===== config.mk =====
export PLATFORM = sky130hd
export DESIGN_NAME = scpad_tile_reader_flat
export DESIGN_NICKNAME = d
export VERILOG_FILES = /design/src/rtl/scpad_tile_reader_if.sv /design/src/rtl/scpad_tile_reader.sv /design/src/flat_wrapper.sv
export SDC_FILE = /design/constraint.sdc
export NUM_CORES = 2
export LEC_CHECK = 0
export CAP_MARGIN = 15
export CORE_MARGIN = 10
export CORE_UTILIZATION = 43
export DETAILED_ROUTE_END_ITERATION = 10
export PLACE_DENSITY = 0.65
export SETUP_SLACK_MARGIN = 0.05
export SKIP_CTS_REPAIR_TIMING = 1
export SLEW_MARGIN = 20
export SYNTH_ARGS = -nofsm -noshare
export SYNTH_HDL_FRONTEND = slang
export SYNTH_SLANG_ARGS = --single-unit

===== constraint.sdc =====
create_clock -name clk -period 104.3 [get_ports clk]
set_input_delay 10.43 -clock clk [delete_from_list [all_inputs] [get_ports clk]]
set_output_delay 10.43 -clock clk [all_outputs]
set_load 0.05 [all_outputs]

===== src/rtl/scpad_tile_reader_if.sv =====
// Bundle of the tile reader's handshake and data channels.
//
//   cmd_* : tile-load command (valid/ready) from the consumer side.
//   req_* : single-row SRAM read requests toward the scratchpad (valid/ready).
//   res_* : tagged read responses from the scratchpad (valid only, never stalled).
//   out_* : in-order row stream toward the consumer (valid/ready).
//   done  : one-cycle pulse when a tile has been fully delivered.
//   err   : sticky flag for responses that hit an unallocated or already-filled slot.
//   dbg_state : current control state of the reader, for observation only.
//
// Handshake rule for every valid/ready pair here: a transfer happens on a rising
// clock edge where valid and ready are both high; once valid is raised, the
// sender keeps valid and its payload unchanged until that transfer happens.
//
// The "slave" modport is the tile reader itself; "master" is its environment.
interface scpad_tile_reader_if #(
  parameter int NUM_COLS        = 32,
  parameter int DATA_W          = 16,
  parameter int ROW_IDX_WIDTH   = 8,
  parameter int NUM_SCPADS      = 2,
  parameter int MAX_OUTSTANDING = 4
);
  localparam int ID_W  = (NUM_SCPADS > 1) ? $clog2(NUM_SCPADS) : 1;
  localparam int TAG_W = (MAX_OUTSTANDING > 1) ? $clog2(MAX_OUTSTANDING) : 1;
  localparam int ROW_W = NUM_COLS * DATA_W;

  logic                     cmd_valid;
  logic                     cmd_ready;
  logic [ID_W-1:0]          cmd_scpad_id;
  logic [ROW_IDX_WIDTH-1:0] cmd_base_row;
  logic [ROW_IDX_WIDTH-1:0] cmd_num_rows;

  logic                     req_valid;
  logic                     req_ready;
  logic [ID_W-1:0]          req_scpad_id;
  logic [ROW_IDX_WIDTH-1:0] req_row;
  logic [TAG_W-1:0]         req_tag;

  logic                     res_valid;
  logic [TAG_W-1:0]         res_tag;
  logic [ROW_W-1:0]         res_data;

  logic                     out_valid;
  logic                     out_ready;
  logic [ROW_W-1:0]         out_data;
  logic                     out_last;

  logic                     done;
  logic                     err;
  logic [1:0]               dbg_state;

  modport slave (
    input  cmd_valid, cmd_scpad_id, cmd_base_row, cmd_num_rows,
    output cmd_ready,
    output req_valid, req_scpad_id, req_row, req_tag,
    input  req_ready,
    input  res_valid, res_tag, res_data,
    output out_valid, out_data, out_last,
    input  out_ready,
    output done, err, dbg_state
  );

  modport master (
    output cmd_valid, cmd_scpad_id, cmd_base_row, cmd_num_rows,
    input  cmd_ready,
    input  req_valid, req_scpad_id, req_row, req_tag,
    output req_ready,
    output res_valid, res_tag, res_data,
    input  out_valid, out_data, out_last,
    output out_ready,
    input  done, err, dbg_state
  );
endinterface


===== src/rtl/scpad_tile_reader.sv =====
// Scratchpad tile reader.
//
// Turns one tile-load command (scratchpad id, base row, row count) into a
// stream of single-row read requests, each tagged with a reorder-buffer slot.
// Responses may come back out of order across tags; they are parked in the
// reorder buffer and handed to the consumer strictly in request order.
//
// Ports:
//   clk   : clock, all state updates on the rising edge.
//   n_rst : asynchronous active-low reset.
//   bus   : scpad_tile_reader_if.slave
//             cmd_*  tile command in (valid/ready)
//             req_*  row read requests out (valid/ready), tag = ROB slot
//             res_*  tagged read responses in (always accepted)
//             out_*  ordered row stream out (valid/ready), out_last on final row
//             done   one-cycle pulse the cycle after the final row is taken
//             err    sticky: response for an unallocated or already-filled slot
//             dbg_state  control state (0 idle, 1 issue, 2 drain)
module scpad_tile_reader #(
  parameter int NUM_COLS        = 32,
  parameter int DATA_W          = 16,
  parameter int ROW_IDX_WIDTH   = 8,
  parameter int NUM_SCPADS      = 2,
  parameter int MAX_OUTSTANDING = 4
) (
  input logic               clk,
  input logic               n_rst,
  scpad_tile_reader_if.slave bus
);
  localparam int TAG_W = (MAX_OUTSTANDING > 1) ? $clog2(MAX_OUTSTANDING) : 1;
  localparam int ID_W  = (NUM_SCPADS > 1) ? $clog2(NUM_SCPADS) : 1;
  localparam int ROW_W = NUM_COLS * DATA_W;
  // Counters carry one extra bit so a full 2^ROW_IDX_WIDTH-1 row tile counts
  // to completion without wrapping.
  localparam int CNT_W = ROW_IDX_WIDTH + 1;
  localparam logic [CNT_W-1:0] MAX_INFLIGHT = CNT_W'(MAX_OUTSTANDING);
  localparam logic [CNT_W-1:0] CNT_ONE      = CNT_W'(1);
  localparam logic [TAG_W-1:0] TAG_ONE      = TAG_W'(1);

  typedef enum logic [1:0] {
    S_IDLE  = 2'd0,
    S_ISSUE = 2'd1,
    S_DRAIN = 2'd2
  } state_t;

  state_t                   state;
  logic                     cmd_ready_q;
  logic                     done_q;
  logic                     err_q;
  logic [ID_W-1:0]          scpad_q;
  logic [ROW_IDX_WIDTH-1:0] base_q;
  logic [CNT_W-1:0]         count_q;
  logic [CNT_W-1:0]         issued_q;
  logic [CNT_W-1:0]         popped_q;
  logic [TAG_W-1:0]         issue_ptr;
  logic [TAG_W-1:0]         pop_ptr;

  // Per-slot bookkeeping: allocated = request sent and row not yet popped,
  // filled = response data is sitting in the slot.
  logic [MAX_OUTSTANDING-1:0] alloc_q;
  logic [MAX_OUTSTANDING-1:0] filled_q;
  logic [MAX_OUTSTANDING-1:0] alloc_d;
  logic [MAX_OUTSTANDING-1:0] filled_d;
  logic [ROW_W-1:0]           rob_data [MAX_OUTSTANDING];

  logic [CNT_W-1:0] inflight;
  logic             req_valid_c;
  logic             req_fire;
  logic             out_valid_c;
  logic             pop_fire;
  logic             cmd_fire;
  logic             res_ok;
  logic             res_bad;
  logic             last_issue;
  logic             last_pop;

  // Inflight uses registered counts only, so a slot freed by a pop becomes
  // issuable one cycle later rather than in the same cycle.
  assign inflight    = issued_q - popped_q;
  assign req_valid_c = (state == S_ISSUE) && (issued_q < count_q) &&
                       (inflight < MAX_INFLIGHT);
  assign req_fire    = req_valid_c && bus.req_ready;
  assign last_issue  = (issued_q + CNT_ONE) == count_q;

  // The head slot is only visible once its fill bit is registered, so a
  // response and a pop can never target the same slot in one cycle.
  assign out_valid_c = filled_q[pop_ptr];
  assign pop_fire    = out_valid_c && bus.out_ready;
  assign last_pop    = (popped_q + CNT_ONE) == count_q;

  assign cmd_fire    = cmd_ready_q && bus.cmd_valid;

  assign res_ok      = bus.res_valid && alloc_q[bus.res_tag] && !filled_q[bus.res_tag];
  assign res_bad     = bus.res_valid && !res_ok;

  always_comb begin
    alloc_d  = alloc_q;
    filled_d = filled_q;
    if (req_fire) begin
      alloc_d[issue_ptr] = 1'b1;
    end
    if (res_ok) begin
      filled_d[bus.res_tag] = 1'b1;
    end
    if (pop_fire) begin
      alloc_d[pop_ptr]  = 1'b0;
      filled_d[pop_ptr] = 1'b0;
    end
  end

  // Control FSM plus the counters and slot flags it owns.
  always_ff @(posedge clk or negedge n_rst) begin
    if (!n_rst) begin
      state       <= S_IDLE;
      cmd_ready_q <= 1'b0;
      done_q      <= 1'b0;
      err_q       <= 1'b0;
      scpad_q     <= '0;
      base_q      <= '0;
      count_q     <= '0;
      issued_q    <= '0;
      popped_q    <= '0;
      issue_ptr   <= '0;
      pop_ptr     <= '0;
      alloc_q     <= '0;
      filled_q    <= '0;
    end else begin
      done_q   <= 1'b0;
      alloc_q  <= alloc_d;
      filled_q <= filled_d;

      if (res_bad) begin
        err_q <= 1'b1;
      end

      if (req_fire) begin
        issued_q  <= issued_q + CNT_ONE;
        issue_ptr <= issue_ptr + TAG_ONE;
      end

      if (pop_fire) begin
        popped_q <= popped_q + CNT_ONE;
        pop_ptr  <= pop_ptr + TAG_ONE;
      end

      unique case (state)
        S_IDLE: begin
          cmd_ready_q <= 1'b1;
          if (cmd_fire) begin
            scpad_q  <= bus.cmd_scpad_id;
            base_q   <= bus.cmd_base_row;
            count_q  <= {1'b0, bus.cmd_num_rows};
            issued_q <= '0;
            popped_q <= '0;
            if (bus.cmd_num_rows == '0) begin
              // Empty tile: nothing to fetch, report completion right away
              // and keep accepting commands.
              done_q <= 1'b1;
            end else begin
              state       <= S_ISSUE;
              cmd_ready_q <= 1'b0;
            end
          end
        end

        S_ISSUE: begin
          if (req_fire && last_issue) begin
            state <= S_DRAIN;
          end
        end

        S_DRAIN: begin
          // cmd_ready rises together with done so a follow-on command can be
          // accepted in the done cycle.
          if (pop_fire && last_pop) begin
            state       <= S_IDLE;
            done_q      <= 1'b1;
            cmd_ready_q <= 1'b1;
          end
        end

        default: begin
          state       <= S_IDLE;
          cmd_ready_q <= 1'b0;
        end
      endcase
    end
  end

  // Row storage carries no reset; the fill bits alone say what is valid.
  always_ff @(posedge clk) begin
    if (res_ok) begin
      rob_data[bus.res_tag] <= bus.res_data;
    end
  end

  assign bus.cmd_ready    = cmd_ready_q;
  assign bus.req_valid    = req_valid_c;
  assign bus.req_scpad_id = scpad_q;
  assign bus.req_row      = base_q + issued_q[ROW_IDX_WIDTH-1:0];
  assign bus.req_tag      = issue_ptr;
  assign bus.out_valid    = out_valid_c;
  assign bus.out_data     = rob_data[pop_ptr];
  assign bus.out_last     = out_valid_c && (popped_q == (count_q - CNT_ONE));
  assign bus.done         = done_q;
  assign bus.err          = err_q;
  assign bus.dbg_state    = state;
endmodule


===== src/flat_wrapper.sv =====
// flat-port wrapper written by rule: the top's interface ports become plain ports
module scpad_tile_reader_flat 
#(
  parameter int NUM_COLS        = 32,
  parameter int DATA_W          = 16,
  parameter int ROW_IDX_WIDTH   = 8,
  parameter int NUM_SCPADS      = 2,
  parameter int MAX_OUTSTANDING = 4
)
  (clk, n_rst, bus_cmd_valid, bus_cmd_scpad_id, bus_cmd_base_row, bus_cmd_num_rows, bus_cmd_ready, bus_req_valid, bus_req_scpad_id, bus_req_row, bus_req_tag, bus_req_ready, bus_res_valid, bus_res_tag, bus_res_data, bus_out_valid, bus_out_data, bus_out_last, bus_out_ready, bus_done, bus_err, bus_dbg_state);
  scpad_tile_reader_if #(.NUM_COLS(NUM_COLS), .DATA_W(DATA_W), .ROW_IDX_WIDTH(ROW_IDX_WIDTH), .NUM_SCPADS(NUM_SCPADS), .MAX_OUTSTANDING(MAX_OUTSTANDING)) bus_i ();
  input logic clk;
  input logic n_rst;
  input wire logic [$bits(bus_i.cmd_valid)-1:0] bus_cmd_valid;
  input wire logic [$bits(bus_i.cmd_scpad_id)-1:0] bus_cmd_scpad_id;
  input wire logic [$bits(bus_i.cmd_base_row)-1:0] bus_cmd_base_row;
  input wire logic [$bits(bus_i.cmd_num_rows)-1:0] bus_cmd_num_rows;
  output wire logic [$bits(bus_i.cmd_ready)-1:0] bus_cmd_ready;
  output wire logic [$bits(bus_i.req_valid)-1:0] bus_req_valid;
  output wire logic [$bits(bus_i.req_scpad_id)-1:0] bus_req_scpad_id;
  output wire logic [$bits(bus_i.req_row)-1:0] bus_req_row;
  output wire logic [$bits(bus_i.req_tag)-1:0] bus_req_tag;
  input wire logic [$bits(bus_i.req_ready)-1:0] bus_req_ready;
  input wire logic [$bits(bus_i.res_valid)-1:0] bus_res_valid;
  input wire logic [$bits(bus_i.res_tag)-1:0] bus_res_tag;
  input wire logic [$bits(bus_i.res_data)-1:0] bus_res_data;
  output wire logic [$bits(bus_i.out_valid)-1:0] bus_out_valid;
  output wire logic [$bits(bus_i.out_data)-1:0] bus_out_data;
  output wire logic [$bits(bus_i.out_last)-1:0] bus_out_last;
  input wire logic [$bits(bus_i.out_ready)-1:0] bus_out_ready;
  output wire logic [$bits(bus_i.done)-1:0] bus_done;
  output wire logic [$bits(bus_i.err)-1:0] bus_err;
  output wire logic [$bits(bus_i.dbg_state)-1:0] bus_dbg_state;
  assign bus_i.cmd_valid = bus_cmd_valid;
  assign bus_i.cmd_scpad_id = bus_cmd_scpad_id;
  assign bus_i.cmd_base_row = bus_cmd_base_row;
  assign bus_i.cmd_num_rows = bus_cmd_num_rows;
  assign bus_cmd_ready = bus_i.cmd_ready;
  assign bus_req_valid = bus_i.req_valid;
  assign bus_req_scpad_id = bus_i.req_scpad_id;
  assign bus_req_row = bus_i.req_row;
  assign bus_req_tag = bus_i.req_tag;
  assign bus_i.req_ready = bus_req_ready;
  assign bus_i.res_valid = bus_res_valid;
  assign bus_i.res_tag = bus_res_tag;
  assign bus_i.res_data = bus_res_data;
  assign bus_out_valid = bus_i.out_valid;
  assign bus_out_data = bus_i.out_data;
  assign bus_out_last = bus_i.out_last;
  assign bus_i.out_ready = bus_out_ready;
  assign bus_done = bus_i.done;
  assign bus_err = bus_i.err;
  assign bus_dbg_state = bus_i.dbg_state;
  scpad_tile_reader #(.NUM_COLS(NUM_COLS), .DATA_W(DATA_W), .ROW_IDX_WIDTH(ROW_IDX_WIDTH), .NUM_SCPADS(NUM_SCPADS), .MAX_OUTSTANDING(MAX_OUTSTANDING)) u_core (.clk(clk), .n_rst(n_rst), .bus(bus_i));
endmodule

== Yosys cells after proc, flatten, opt, wreduce, memory -nomap -nowiden ==
Memories as Yosys holds them, arrays and structs flattened.
Cells that the tools add are included.
Storage, ports and cells
  word-level logic and storage cells: 101
  RAM bits: 2048
  memories: 1
  input bits: 537
  bits in registers: 52
Memories
  u_core.rob_data: words 4, bits a word 512, rd ports 1, clocked after Yosys merged registers in 0, wr ports 1, RTL line scpad_tile_reader.sv:64  | logic [ROW_W-1:0] rob_data [MAX_OUTSTANDING];
Cells by class
  add/sub/neg operators: 7
  mux-type cells: 36
  $lt $le $gt $ge: 8
  reductions and logical operators: 21
  bitwise gates (word level): 6
  eq/ne operators: 9
Operators with widths (number)
  $mux 9: 6
  $add 9x1->9 const B: 2
  $eq 9x8->1: 2
  $mux 4: 4
  $logic_and 1x1->1: 14
  $mux 1: 13
  $eq 9x9->1: 1
  $lt 2x3->1 const B: 3
  $lt 9x3->1 const B: 1
  $lt 9x8->1: 1
  $sub 8x1->9 const B: 1
  $sub 9x9->9: 1
  $add 8x8->8: 1
  $and 4x4->4: 2
  $logic_not 8->1: 1
  $mux 2: 4
  $or 4x4->4: 2
  $bmux 1 s2: 3
  $demux 1 s2: 3
  $ge 2x1->1 const B: 3
  $pmux 2 s3: 1
  $add 2x1->2 const B: 2
  $ne 2x1->1 const B: 2
  $ne 2x2->1 const B: 2
  10 further kinds: 12

== Depth between registers and ports, before layout ==
  depth in word-level cells: 8
  gate-level depth with buffers: 11

== Least setup slack after synthesis ==
OpenSTA, ideal clock, no wires.
  kind: input -> register
  start point: input port bus_res_tag[1]
  end point: memory u_core.rob_data[0][0] (netlist name) (enable)
  setup time: 2.845 ns
  data arrival time: 63.245 ns
  stages on the path: 1
  setup slack: 38.210 ns
  path buffers: 0
  path through: nor4b_1
Between the ends
  word-level cells in the longest chain between the ends: 6
  elaborated cells on any way between the ends: 9
  those cells by class: 6 x mux; 3 x reduce/logical
Ends and longest elaborated chain
  start, declared: RTL line flat_wrapper.sv:25  | input wire logic [$bits(bus_i.res_tag)-1:0] bus_res_tag;
  $bmux 1 s2: RTL line scpad_tile_reader.sv:93  | assign res_ok = bus.res_valid && alloc_q[bus.res_tag] && !filled_q[bus.res_tag];
  $mux 1 (implied by the code): RTL line scpad_tile_reader.sv:93
  $logic_and 1x1->1 / $logic_not 1->1 (equally long branches): RTL line scpad_tile_reader.sv:93
  $logic_and 1x1->1: RTL line scpad_tile_reader.sv:93
  $mux 1: RTL line scpad_tile_reader.sv:192  | if (res_ok) begin
  $mux 1 (implied by the code): RTL line scpad_tile_reader.sv:193  | rob_data[bus.res_tag] <= bus.res_data;
  end, declared: RTL line scpad_tile_reader.sv:64
Parallel ways exist; a longest one is shown, timed or not. The select of a mux whose other input is x is not followed.

== Final worst setup path ==
  start point: register u_core.pop_ptr[0]
  end point: output port bus_out_data[272]
Between the ends
  word-level cells in the longest chain between the ends: 1
Ends and longest elaborated chain
  start, declared: RTL line scpad_tile_reader.sv:56  | logic [TAG_W-1:0] pop_ptr;
  start signal, assigned: RTL line scpad_tile_reader.sv:143  | pop_ptr <= pop_ptr + TAG_ONE;
  $mem_v2 4x512
  end, declared: RTL line flat_wrapper.sv:28  | output wire logic [$bits(bus_i.out_data)-1:0] bus_out_data;
No other way between the ends.

==> out/summary.txt <==
Setup crit start kind -> flip-flop
worst setup path class -> flip-flop to output pin
slowest CP cell -> dfrtp_4
initial antenna violation count -> 60
H-tree Lvls -> 4
top-area cell type share of the netlist area -> 0.7929
post-synthesis register bit count -> 2,100
clk buf depth -> 3
CP delay by family, top -> buffers and inverters
Max-Cap Viols -> 0
Tcrit/Tclk final -> 0.1614
Critical Path Sink Type -> output pin
floorplan row count -> 155
fillers -> 13,466
Initial Utilization -> 0.4337
largest net degree at the start of global routing -> 127
final instance area -> 98,020 um2
Slew Viols, Final -> 0
Hold Crit Class -> flip-flop to flip-flop
commonest non-fill, non-tap cell in the layout -> edfxtp_1
gr usage total -> 0.2066
Post-Layout Cell Count -> 6,911
Sink Count -> 2,100
Multi-input gate area -> 14,150 um2
sequential cell area -> 62,810 um2
routability cong. -> 0.8424
core region area -> 178,800 um2
CTS tree -> built
Clock transition at path regs -> 60 ps
num ports -> 1,068
Buf+Inv Stages, Crit Path -> 5
Layout Skew -> 27.03 ps
worst skew pair latency -> 840 ps
layout cells sized above 1 -> 0.1962
min Tclk post-route -> 16,830 ps
Final HPWL DP -> 143,300 um
DR WL/cell -> 30.20 um
Final #Nets -> 4,925
Avg Cell Area, Syn -> 24.61 um2
PD cells -> 28.94 nW/um2
DRT antenna net count -> 0
Slew HR -> 0.2023
Leak -> 31.22 nW
drt pass-1 iters -> 5
first-pass GRT wire length -> 295,000 um
Area Overhead vs Synth -> 26.38%
ys async rst share -> 0.02476
Distinct cells, synth -> 70
DR vias -> 37,352
number of CTS-inserted buffers -> 208
worst hold margin -> 459.4 ps
die area -> 197,800 um2
residual DRC count -> 0
Post-Route WL -> 208,700 um
status -> finished clean
Vias/cell -> 5.405
Final Setup Violations -> 0
Die W -> 444.7 um
Max stage delay on crit path -> 980 ps
Final Total Pwr -> 2.837 mW
Fmax achieved -> 59.40 MHz
maximum fanout along the worst path -> 44
commonest cells after routing, fill and taps aside -> edfxtp_1, clkdlybuf4s50_1, mux4_2
DP Area -> 91,180 um2
Arr. time, crit path -> 6400 ps
die height -> 444.7 um
Post-synth top flop -> edfxtp_1
DR iter-0 viols -> 3,176
sequential element share of the synthesized area -> 0.8097
Crit path top cell by count -> buf_4
syn nets -> 3,722
total grt overflow -> 0
port buffer count -> 1,067
vias in the first global route -> 38,922
Yosys top cell by area -> edfxtp_1
critical path cell sequence -> buf_4 > buf_4 > buf_4 > buf_4 > mux4_2 > clkdlybuf4s50_1
Synth area leaders -> edfxtp_1, mux4_2, dfrtp_1
Syn. warnings -> 0
Gate Count Post-Synth -> 3,151
placed insts -> 6,498
Least-Margin Pin Slew -> 1197 ps
peak supply drop -> 0.02519 mV
setup TNS -> 0 ps
EDFF count, synth -> 2,048
CP required -> 93,870 ps
unrepaired setup endpoints after global routing -> false
Netlist Area Pre-Place -> 77,560 um2
Root Buffer -> clkbuf_16
Final Hold Viols -> 0
-- power breakdown --
part / switching [mW] / internal, mW / leakage (nW)
registers: 0.0248 / 0.958 / 19.1
clock network: 0.311 / 0.423 / 3.29
logic: 0.722 / 0.398 / 8.82
total: 1.06 / 1.78 / 31.2
-- per-layer routing --
layer | track usage | vias to the layer above | share of wire
li1 | - | 15954 | -
met3 | 0.05621 | 316 | 0.066
met5 | 0 | - | 0.0014
met4 | 0.08406 | 46 | 0.034
met1 | 0.2550 | 19878 | 0.38
met2 | 0.3458 | 1158 | 0.52
-- worst paths after layout --
check / start / to / slack [ps] / cells after the start
max in group asynchronous: n_rst / u_core.pop_ptr[1]$_DFFE_PN0P_ / 94000 / 2
worst max-delay path: u_core.pop_ptr[0]$_DFFE_PN0P_ / bus_out_data[272] / 87470 / 6
min in group asynchronous: n_rst / u_core.bus.req_scpad_id$_DFFE_PN0P_ / 9720 / 2
worst min register to register: u_core.bus.err$_DFFE_PN0P_ / u_core.bus.err$_DFFE_PN0P_ / 460 / 1
worst min-delay path: u_core.bus.err$_DFFE_PN0P_ / u_core.bus.err$_DFFE_PN0P_ / 460 / 1
worst max register to register: u_core.filled_q[3]$_DFF_PN0_ / u_core.rob_data[3][135]$_DFFE_PP_ / 99210 / 6
-- cell usage after synthesis (10+ instances only) --
| cell | count |
|---|---|
| nand2b_1 | 10 |
| edfxtp_1 | 2048 |
| mux2i_1 | 12 |
| ha_1 | 33 |
| nor3_1 | 10 |
| and3_1 | 11 |
| clkbuf_1 | 41 |
| dfrtp_1 | 52 |
| mux4_2 | 512 |
| nand2_1 | 65 |
| inv_1 | 29 |
| buf_1 | 87 |
| xnor2_1 | 25 |
| o21ai_0 | 21 |
| xor2_1 | 13 |
| nor2_1 | 33 |
| a21oi_1 | 19 |
-- final cells by class --
cell class / count / share of cell area
antenna: 25 / 0.0006383
clock buffer: 250 / 0.05568
inverter: 31 / 0.001187
multi-input combinational: 888 / 0.1444
tap: 2355 / 0.03006
timing repair buffer: 1125 / 0.1140
sequential: 2100 / 0.6408
clock inverter: 137 / 0.01320
-- registers in the layout (all words and copies together), names as in the netlist --
| name | flops |
|---|---|
| u_core.bus.cmd_ready | 1 |
| u_core.bus.req_scpad_id | 1 |
| u_core.rob_data | 2048 |
| u_core.issued_q | 9 |
| u_core.bus.err | 1 |
| u_core.bus.req_tag | 2 |
| u_core.count_q | 8 |
| u_core.bus.dbg_state | 2 |
| u_core.base_q | 8 |
| u_core.popped_q | 9 |
| u_core.bus.done | 1 |
| u_core.filled_q | 4 |
| u_core.pop_ptr | 2 |
| u_core.alloc_q | 4 |
-- cell families after synthesis --
kind of cell | share of synthesized area
DFF | 0.8097
muxes | 0.1504
and+or+nand+nor | 0.01276
buffers and inverters | 0.008098
AOI/OAI and AO/OA | 0.009180
xor gates and xnor gates | 0.004291
adders and majority gates | 0.005582
-- per-stage QoR --
| stage | util | setup slack [ps] |
|---|---|---|
| floorplan | - | 38210 |
| global placement | 0.5099 | 88100 |
| detailed placement | 0.5099 | 88060 |
| CTS | 0.5477 | 87130 |
| global route | 0.5481 | 86830 |
| finish | 0.5482 | 87470 |
(Power assumes the default switching activity.)
